===== src/rtl/dds_pkg.sv =====
// rtl/dds_pkg.sv - shared widths and helpers for the DDS synthesizer datapath
package dds_pkg;

    localparam int SAMPLE_W = 12;
    localparam int VOL_W    = 3;

    // A shift of the full sample width or more leaves nothing of the sample.
    function automatic bit vol_mutes(input int unsigned vol, input int unsigned width);
        return vol >= width;
    endfunction

endpackage


===== src/rtl/pwm_dac_out.sv =====
// rtl/pwm_dac_out.sv - double-buffered sample to single-bit PWM output stage
module pwm_dac_out #(
    parameter int M     = dds_pkg::SAMPLE_W,
    parameter int VOL_W = dds_pkg::VOL_W
) (
    input  logic             clk,
    input  logic             rst_n,
    input  logic             ena,
    input  logic [M-1:0]     sample_in,
    input  logic             sample_valid,
    output logic             sample_ready,
    input  logic [VOL_W-1:0] vol,
    output logic             pwm_out,
    output logic             period_start,
    output logic             underrun
);
    import dds_pkg::*;

    logic [M-1:0] cnt_q, cnt_d;
    logic [M-1:0] duty_q, duty_d;
    logic [M-1:0] hold_q, hold_d;
    logic         hold_full_q, hold_full_d;
    logic         pwm_q, pwm_d;
    logic         period_start_q, period_start_d;
    logic         underrun_q, underrun_d;

    logic         accept;
    logic         wrap;
    logic [M-1:0] attenuated;

    assign sample_ready = !hold_full_q;
    assign accept       = sample_valid && !hold_full_q;
    assign wrap         = ena && (cnt_q == '1);

    always_comb begin
        attenuated = '0;
        if (!vol_mutes(32'(vol), M)) begin
            attenuated = hold_q >> vol;
        end
    end

    always_comb begin
        cnt_d          = cnt_q;
        duty_d         = duty_q;
        hold_d         = hold_q;
        hold_full_d    = hold_full_q;
        pwm_d          = pwm_q;
        period_start_d = wrap;
        underrun_d     = wrap && !hold_full_q;

        if (ena) begin
            cnt_d = cnt_q + M'(1);
            pwm_d = (cnt_q < duty_q);
        end

        // A sample arriving on an empty-buffer wrap lands in hold only; no bypass into duty.
        if (wrap && hold_full_q) begin
            duty_d      = attenuated;
            hold_full_d = 1'b0;
        end

        if (accept) begin
            hold_d      = sample_in;
            hold_full_d = 1'b1;
        end
    end

    always_ff @(posedge clk or negedge rst_n) begin
        if (!rst_n) begin
            cnt_q          <= '0;
            duty_q         <= '0;
            hold_q         <= '0;
            hold_full_q    <= 1'b0;
            pwm_q          <= 1'b0;
            period_start_q <= 1'b0;
            underrun_q     <= 1'b0;
        end else begin
            cnt_q          <= cnt_d;
            duty_q         <= duty_d;
            hold_q         <= hold_d;
            hold_full_q    <= hold_full_d;
            pwm_q          <= pwm_d;
            period_start_q <= period_start_d;
            underrun_q     <= underrun_d;
        end
    end

    assign pwm_out      = pwm_q;
    assign period_start = period_start_q;
    assign underrun     = underrun_q;

endmodule


===== config.mk =====
export PLATFORM = sky130hd
export DESIGN_NAME = pwm_dac_out
export DESIGN_NICKNAME = d
export VERILOG_FILES = /design/src/rtl/dds_pkg.sv /design/src/rtl/pwm_dac_out.sv
export SDC_FILE = /design/constraint.sdc
export NUM_CORES = 1
export LEC_CHECK = 0
export BUFFER_PORTS_ARGS = -buffer_cell sky130_fd_sc_hd__buf_2
export CORE_MARGIN = 2
export CORE_UTILIZATION = 61
export CTS_BUF_LIST = sky130_fd_sc_hd__clkbuf_4 sky130_fd_sc_hd__clkbuf_8
export CTS_CLUSTER_SIZE = 16
export DETAILED_ROUTE_END_ITERATION = 6
export PLACE_DENSITY = 0.82
export SYNTH_ARGS = -nofsm -noshare
export SYNTH_HDL_FRONTEND = slang
export SYNTH_SLANG_ARGS = --single-unit

===== constraint.sdc =====
create_clock -name clk -period 2.5 [get_ports clk]
set_clock_uncertainty 0.15 [all_clocks]
set_input_delay 0.375 -clock clk [delete_from_list [all_inputs] [get_ports clk]]
set_output_delay 0.375 -clock clk [all_outputs]
set_load 0.01 [all_outputs]

[Word level (Yosys, flattened, before mapping)]
Cells that the tools add are included.
Storage, ports and cells
  bits of input ports: 19
  output and inout bits: 4
  word-level logic and storage cells: 19
  bits in registers: 40
Operators by class
  order comparisons: 1
  equal/unequal tests: 1
  reductions and logical operators: 6
  add/subtract/negate cells: 1
  multiplexer cells: 2
  shift-type cells: 1
Operator list (number)
  $add 12x1->12 const B: 1
  $eq 12x12->1 const B: 1
  $lt 12x12->1: 1
  $shr 12x3->12: 1
  $logic_and 1x1->1: 4
  $mux 1: 2
  $reduce_bool 2->1: 1
  $logic_not 1->1: 1

[Logic depth before layout (Yosys ltp)]
Gate-level depths: netlist of run 1.
  word-level depth: 5
  mapped depth: 7
  gate-level depth less buffers: 6

[Worst setup path after synthesis of run 1]
No wires, ideal clock.
  path type: input-to-reg
  start point: input vol[2]
  end point: register duty_q[0]
  buffers on the path: 1
  arrival time: 1.795 ns
  stages on the path: 4
  setup time: 0.125 ns
  data required time: 2.225 ns
  path slack: 0.431 ns
  cells stage by stage: clkbuf_1 > mux2_2 > mux4_2 > mux2_2
On the way
  cells in the longest elaborated chain, start to end: 1
RTL lines
  start, declared: RTL line pwm_dac_out.sv:12  | input logic [VOL_W-1:0] vol,
  $shr 12x3->12: RTL line pwm_dac_out.sv:38  | attenuated = hold_q >> vol;
  end signal, assigned: RTL line pwm_dac_out.sv:79  | duty_q <= duty_d;
  end, declared: RTL line pwm_dac_out.sv:20  | logic [M-1:0] duty_q, duty_d;
No other way between the ends.
A chain may end at the register's enable or synchronous reset.

[Worst setup path after layout of run 1]
  start point: register cnt_q[3]
  end point: register duty_q[4]
On the way
  cells in the longest elaborated chain, start to end: 3
RTL lines
  start, declared: RTL line pwm_dac_out.sv:19  | logic [M-1:0] cnt_q, cnt_d;
  start signal, assigned: RTL line pwm_dac_out.sv:78  | cnt_q <= cnt_d;
  $eq 12x12->1: RTL line pwm_dac_out.sv:33  | assign wrap = ena && (cnt_q == '1);
  $logic_and 1x1->1: RTL line pwm_dac_out.sv:33
  $logic_and 1x1->1: RTL line pwm_dac_out.sv:57  | if (wrap && hold_full_q) begin
No other way between the ends.

==> run metrics, run 1 <==
Cell variety after synth 35; top layer in use met4; hold buffer count at CTS 0; first-pass GRT wire length 7260 um; wire per inst about 15 um; worst min path class primary input to async pin; Starting Density 0.655; Clk pin slew, worst setup/hold paths between 0.1 and 0.15 ns; TritonRoute pass-1 iters 4; Setup crit start kind register; Die ar. 0.00417 mm^2; status finished with violations; # DRC 0; Final Hold Vio Count 31; Area Overhead vs Synth 8.95%; Final GP Congestion 0.818; leakage power roughly 1.2 nW; IO Count 23; fin crit share 0.829; Cell Rows 21; violated checks negative hold slack; ys flop type dfrtp_1; vias between 1500 and 2000; Fin Hold WS -0.0262 ns; Final setup viols 0; Tmin final just over 2 ns; post-synth top area share 0.448; crit-path max FO 22; Die Span Y roughly 65 um; cell area power density approximately 620 mW/mm^2; post_cts resized 0; metal1 wirelength 1730 um; clk root buf clkbuf_4; CTS H-Tree Depth 2; relative slew slack 0.419; Fmax a little under 500 MHz; 1st-iter DRT viols between 70 and 80; synthesized area 0.00224 mm^2; CTS tree yes; Critical Path AT ~2.1 ns; Die W 64.5 um; number of CTS-inserted buffers 5; VDD IR max ~0.4 mV; WL met2 2110 um; Post-synth EDFFs 0; CP max stage cell or4_1; diodes inserted 0; max_cap viols 0; most frequent cell after synthesis dfrtp_1; Detail Route Antenna Nets 0; Area after DPL around 0.0024 mm^2; Top Family by Delay on Critical Path simple AND/OR/NAND/NOR gates; syn avg cell area approximately 11 um^2; syn_nets approximately 230; detailed-route vias per instance 5.80; number of fill cells around 250; RSZ-0062 raised after global routing no; Fin Setup TNS 0 ns; Slew Limit Fails 0; fraction of registers with async set/reset 1.00; largest net degree at the start of global routing just over 40; synth warn 0; share of the yosys chip area belonging to registers 0.448; Congestion Overflow GR 0; vias in the first global route 1653; Total Wirelength ~4000 um; worst slew pin tran 0.872 ns; Synth Register Bits 40; Synth area leader dfrtp_1; commonest cells in the synthesized netlist 40 x dfrtp_1, 23 x mux2_2, 15 x inv_1, 15 x nand2_1, 12 x ha_1; CP Class register to register; area taken by multi-input logic gates ~0.0011 mm^2; Clk Latency, worst-skew pair about 0.35 ns; Core Area approximately 0.0034 mm^2; Port Buffer Count 22; Final Cell Area approximately 0.0024 mm^2; Setup WS post-layout 0.427 ns; Worst Path Required approximately 2.6 ns; Net count, final approximately 250; total track usage 0.228; CTS sink cnt 40; Clock Path Buffers 2; share of cells above drive strength 1 0.279; FF+latch area approximately 0.001 mm^2; detailed placement HPWL 3050 um; worst slack, placed ~0.4 ns; Cells after Synth 200; met3 WL post-DR approximately 120 um; postcts setup bufs 0; Largest stage delay, worst path 0.55 ns; CP Buf/Inv Count 1; Cell Chain, Critical Path nand4_2, or4_1, buf_4, a211oi_1, a21oi_1; Synth area leaders dfrtp_1 45%, mux2_2 12%, ha_1 6.7%; initial antenna violation count 0; Crit. End Element register
-- path summary, 6_finish.rpt --
check,slack (ns),depth (start not counted),end,startpoint
setup / recovery,0.43,5,duty_q[4],cnt_q[3]
hold / removal,-0.03,1,cnt_q[9],rst_n
setup reg to reg,0.43,5,duty_q[4],cnt_q[3]
hold reg to reg,0.35,2,duty_q[11],duty_q[11]
max in group asynchronous,1.65,1,duty_q[4],rst_n
min in group clk,0.09,2,hold_q[6],sample_in[6]
-- power by group --
part / internal, mW / switching [mW] / leakage [nW] / total, mW
combinational: 0.166 / 0.136 / 0.651 / 0.303
sequential: 0.725 / 0.112 / 0.488 / 0.837
clock: 0.161 / 0.211 / 0.0394 / 0.372
total: 1.05 / 0.459 / 1.18 / 1.51
-- routing by layer --
layer	up-vias	GRT usage
met1	764	0.265
met4	0	0.0638
met5	-	0
li1	753	-
met2	29	0.409
met3	8	0.0660
-- state kept, by name, indices dropped and copies added (netlist names) --
name and count:
pwm_out 1, hold_q 12, duty_q 12, period_start 1, hold_full_q 1, underrun 1
cnt_q 12
-- cell usage in the layout, fill, tap and decap left out --
cell type and count:
o21ai_0 7, mux2_2 23, ha_1 12, o221ai_1 1, buf_2 22, o31a_1 2, xnor2_1 6, o21a_1 1
a211oi_1 2, or4_1 1, buf_4 2, o22a_1 1, and4_1 1, o31ai_1 1, mux2i_1 8, nor3_1 3
dfrtp_1 40, a21oi_1 10, a21o_1 1, nand2_1 15, o211ai_1 1, nor2b_1 4, nor2_1 9, nand2b_1 1
clkbuf_4 7, inv_1 15, nand4_2 1, nand4_1 5, xor2_1 5, nor4_1 1, and3_1 2, a311oi_1 1
nand3_1 4, clkbuf_8 1, mux4_2 6
-- through the flow --
stage,instances,hold WS (ns),total power [mW],utilization
floorplan,200,-0.0706,1.05,-
finish,268,-0.0262,1.51,0.713
detailed placement,260,0.327,1.15,0.694
global placement,260,0.317,1.13,0.694
CTS,268,0.00832,1.52,0.713
global route,268,0.0336,1.60,0.713
-- logic make-up (layout without fill, tap and decap cells) --
family                   Yosys count  in the layout  synth area share
adder cells (fa/ha/maj)           12             12            0.0671
buffers and inverters             25             47            0.0470
AND/OR/NAND/NOR                   47             47             0.105
flip-flops                        40             40             0.448
AO/OA/AOI/OAI                     28             28            0.0778
XOR/XNOR                          11             11            0.0431
multiplexers                      37             37             0.212
-- worst register-to-register path, cell delays in order (launching register included) --
cell      delay (ns)
dfrtp_1         0.50
nand4_2         0.22
or4_1           0.55
buf_4           0.22
a211oi_1        0.23
a21oi_1         0.07
-- final cells by class --
class	count	area share
clock buffers	8	0.0272
repair buffers	24	0.0514
multi-input cells	135	0.464
flip-flops and latches	40	0.411
well taps	46	0.0236
inverters	15	0.0231
Power figures use the tool's default switching activity.
==> run 2, diff against run 1 <==
CORE_UTILIZATION = 55   (was 61)
PLACE_DENSITY = 0.78   (was 0.82)
clock period = 1.8 ns   (was 2.5 ns; I/O delays follow)
==> run metrics, run 2 (synthesis results as in run 1) <==
CTS sink cnt 40; Worst Path Required 1.84 ns; leakage power 1.33 nW; wire per inst about 15 um; Critical Path AT ~1.9 ns; number of CTS-inserted buffers 5; IO Count 23; largest net degree at the start of global routing 19; Final Power roughly 2.4 mW; worst r2r path cells 5; TritonRoute pass-1 iters 5; Port Buffer Count 22; relative slew slack 0.740; RSZ-0062 raised after global routing yes; Area Overhead vs Synth 20.7%; violated checks negative setup slack; # DRC 0; 1st-iter DRT viols 88; first-pass GRT wire length roughly 8000 um; most common cell after layout, fill and taps aside dfrtp_1; dpl cells 288; Hold Path Sink hold_full_q; worst min path class primary input to register; initial antenna violation count 0; Starting Density 0.567; share of cells above drive strength 1 0.368; clk root buf clkbuf_8; Fin Setup TNS -0.0578 ns; max_cap viols 0; CP Class register to register; fin crit share 1.01; vias in the first global route between 1500 and 2000; CTS tree yes; Congestion Overflow GR 0; Tmin final between 1.5 and 2 ns; CP max stage cell or4_4; Final GP Congestion about 0.83; worst slew pin tran 0.390 ns; Clock Path Buffers 2; reg2reg start cnt_q[0]; detailed placement HPWL 3320 um; status finished with violations; CTS H-Tree Depth 2; Final setup viols 5; Die ar. between 0.004 and 0.005 mm^2; Clk Latency, worst-skew pair 0.30 ns; Die W ~68 um; detailed-route vias per instance around 5.6; Worst R2R End duty_q[1]; biggest regs cnt_q: 12 flops, duty_q: 12 flops, hold_q: 12 flops; Crit. End Element register; vias roughly 1700; Cell Rows 23; Cell Chain, Critical Path ha_2, nand4_1, or4_4, buf_6, o31a_1; VDD IR max ~0.5 mV; cell area power density around 900 mW/mm^2; crit-path max FO 9; Setup crit start kind register; Detail Route Antenna Nets 0; Core Area 0.00394 mm^2; reg-to-reg slack, setup -0.03 ns; fin cells 300; Net count, final 280; diodes inserted 0; Slew Limit Fails 0; Clk pin slew, worst setup/hold paths around 0.070 ns; total track usage 0.235; min-delay src sample_valid; Largest stage delay, worst path approximately 0.46 ns; Total Wirelength 4540 um; Setup WS post-layout -0.0251 ns; Die Span Y 67.8 um; commonest non-fill, non-tap cells in the layout 40 x dfrtp_1, 27 x buf_4, 23 x mux2_2, 23 x buf_2; Hold Path Stages 2; Final Hold Vio Count 0; Fmax 548 MHz
==> run 2: changes by cell type in the layout (fill, tap and decap cells not counted), sizes merged <==
cell / before / now
buf: 24 / 51
dlygate4sd3: 0 / 1
==> run 2: layout make-up <==
class	instances	area, um^2
clock buffer	8	97.6
fill	290	1240
inverter	15	56.3
multi-input combinational	135	1140
sequential	40	1000
tap	50	62.6
timing repair buffer	52	339
==> run 2: how the worst max path moves through the flow <==
stage                     cells past startpoint   endpoint     start  slack (ns)
after CTS                                     5  duty_q[1]  cnt_q[0]       0.001
after floorplan                               5  duty_q[1]  cnt_q[4]       -0.11
after detailed placement                      4  duty_q[0]    vol[2]       -0.03
final                                         5  duty_q[1]  cnt_q[0]       -0.03
after global routing                          6  duty_q[4]  cnt_q[0]       -0.09
after global placement                        5  duty_q[1]  cnt_q[0]       0.002
==> run 2: report_power, final <==
| group | leakage, nW | total (mW) | internal (mW) | switching [mW] |
|---|---|---|---|---|
| combinational | 0.789 | 0.632 | 0.342 | 0.290 |
| sequential | 0.488 | 1.10 | 1.01 | 0.0955 |
| clock | 0.0523 | 0.642 | 0.343 | 0.300 |
| total | 1.33 | 2.38 | 1.69 | 0.685 |
==> run 2: critical path, delay by kind of cell (launching register included) <==
| kind | cells | cell delay, ns |
|---|---|---|
| AND/OR/NAND/NOR | 2 | 0.56 |
| flip-flops | 1 | 0.36 |
| AO/OA/AOI/OAI | 1 | 0.29 |
| adder cells (fa/ha/maj) | 1 | 0.19 |
| buffers and inverters | 1 | 0.16 |
==> run 2: metrics by stage <==
step	area [um^2]	hold WS (ns)	utilization	setup WS (ns)
floorplan	2240	-0.176	-	-0.112
global placement	2550	0.0550	0.648	0.00159
detailed placement	2550	0.0613	0.648	-0.0338
CTS	2690	0.0329	0.683	0.00144
global route	2700	0.0368	0.685	-0.0925
finish	2700	0.0398	0.685	-0.0251
==> run 2: per-layer routing <==
| layer | track usage | vias up | share of wire |
|---|---|---|---|
| met3 | 0.0650 | 11 | 0.041 |
| met5 | 0 | - | 0 |
| li1 | - | 804 | - |
| met1 | 0.270 | 817 | 0.41 |
| met4 | 0.107 | 0 | 0.023 |
| met2 | 0.406 | 41 | 0.53 |
==> run 2: repair_timing <==
item / in CTS / in global routing
setup buffers: 2 / 0
hold endpoints to repair: 16 / 0
cloned: 1 / 0
endpoints found under the setup margin: 7 / 10
pin swaps: 1 / 0
resized for setup: 3 / 2
hold buffers: 1 / 0
==> run 3, diff against run 2 <==
BUFFER_PORTS_ARGS = -buffer_cell sky130_fd_sc_hd__buf_4   (was -buffer_cell sky130_fd_sc_hd__buf_2)
CAP_MARGIN = 10   (was not set)
SLEW_MARGIN = 10   (was not set)
==> run metrics, run 3 (synthesis results as in run 1) <==
biggest regs cnt_q: 12 flops, duty_q: 12 flops, hold_q: 12 flops; Clk Latency, worst-skew pair 0.30 ns; Final Cell Area ~0.0028 mm^2; relative slew slack 0.669; Fin Setup TNS -0.0171 ns; top layer in use met4; crit-path max FO 14; Setup crit start kind register; IO Count 23; Area after DPL ~0.0026 mm^2; Starting Density 0.567; Largest stage delay, worst path 0.43 ns; clk root buf clkbuf_8; Die W ~68 um; wire per inst approximately 15 um; fin crit share 1.01; CP max stage cell or4_4; commonest non-fill, non-tap cells in the layout 44 x buf_4, 39 x dfrtp_1, 23 x mux2_2; Final GP Congestion approximately 0.84; # DRC 0; vias in the first global route ~1800; Congestion Overflow GR 0; RSZ-0062 raised after global routing yes; Port Buffer Count 22; reg-to-reg slack, setup -0.02 ns; Detail Route Antenna Nets 0; min-delay src sample_valid; Slew Limit Fails 0; CTS H-Tree Depth 2; Top Family by Delay on Critical Path simple AND/OR/NAND/NOR gates; Net Sw Frac 0.276; Final Hold Vio Count 0; leakage power 1.33 nW; Sequential Power Share 0.433; Area Overhead vs Synth 23.3%; CP Buf/Inv Count 1; met3 WL post-DR around 140 um; reg2reg start cnt_q[0]; share of cells above drive strength 1 0.365; violated checks negative setup slack; VDD IR max between 0.6 and 0.7 mV; Final setup viols 1; Net count, final 274; cell area power density 926 mW/mm^2; most common cell after layout, fill and taps aside buf_4; detailed-route vias per instance between 5 and 6; first-pass GRT wire length about 7700 um; Cell Int Power around 1.8 mW; Critical Path AT between 1.5 and 2 ns; CP Class register to register; Die ar. roughly 0.0046 mm^2; Tmin final 1.82 ns; Worst Path Required 1.83 ns; Die Span Y 67.8 um; WL met2 2440 um; vias roughly 1700; CTS tree yes; status finished with violations; worst slack, placed -0.0452 ns; worst min path class primary input to register; Core Area around 0.004 mm^2; Setup WS post-layout -0.0171 ns; Fmax about 550 MHz; detailed placement HPWL 3350 um; max_cap viols 0; sw power ~710 uW; CTS sink cnt 40; Clock Power Share 0.317; initial antenna violation count 0; worst slew pin tran around 0.50 ns; diodes inserted 0; Final Power roughly 2.6 mW; total track usage 0.235; Clk pin slew, worst setup/hold paths around 0.08 ns; metal1 wirelength between 1500 and 2000 um; Total Wirelength approximately 4500 um; Clock Path Buffers 2; Cell Rows 23; TritonRoute pass-1 iters 4; largest net degree at the start of global routing 41; Comb power frac 0.249; 1st-iter DRT viols 100; Crit. End Element register; Cell Chain, Critical Path ha_2, nand4_1, or4_4, buf_6, o31a_1; number of CTS-inserted buffers 5; Worst Setup SP cnt_q[0]
-- run 3: cell types whose count changed in the layout (fill, tap and decap cells not counted), sizes merged --
| cell | delta |
|---|---|
| bufinv | +1 |
| clkbuf | -1 |
| buf | -6 |
-- run 3: final cells by class --
| class | instances | area, um^2 |
|---|---|---|
| fillers | 323 | 1190 |
| repair buffers | 46 | 352 |
| well taps | 50 | 62.6 |
| multi-input cells | 135 | 1160 |
| inverters | 15 | 56.3 |
| clock inverters | 1 | 30.0 |
| clock buffers | 7 | 96.3 |
| flip-flops and latches | 40 | 1000 |
-- run 3: layer usage --
metal / vias up / track usage
li1: 794 / -
met1: 812 / 0.249
met2: 35 / 0.442
met3: 10 / 0.0500
met4: 0 / 0.0995
met5: - / 0
-- run 3: stage by stage --
stage,cells,hold slack [ns],util
finish,294,0.0416,0.699
global route,294,0.0376,0.699
CTS,293,0.0395,0.692
detailed placement,282,0.124,0.651
global placement,282,0.115,0.651
floorplan,200,-0.176,-
-- run 3: worst reg2reg max path, cell delays in order, from the launching register on --
cell	delay, ns
dfrtp_1	0.37
ha_2	0.18
nand4_1	0.10
or4_4	0.43
buf_6	0.17
o31a_1	0.30
-- run 3: path summary, 6_finish.rpt --
check	end	cells past startpoint
setup / recovery	duty_q[1]	5
hold / removal	hold_full_q	2
setup reg to reg	duty_q[1]	5
hold reg to reg	duty_q[9]	2
max in group asynchronous	cnt_q[2]	2
min in group asynchronous	cnt_q[11]	2
-- run 3: power groups by stage --
stage | Sequential (mW) | Combinational (mW) | Clock (mW)
after detailed placement | 1.12 | 0.606 | 0
after floorplan | 1.14 | 0.326 | 0
after global placement | 1.11 | 0.579 | 0
after global routing | 1.12 | 0.704 | 0.863
final | 1.11 | 0.636 | 0.810
after CTS | 1.11 | 0.622 | 0.822
-- run 3: timing repair --
action	4_1_cts	5_1_grt
buffers inserted	2	1
endpoints found under the setup margin	7	13
hold endpoints to repair	40	0
pin swaps	0	3
gates resized for setup	3	6
hold buffers	1	0
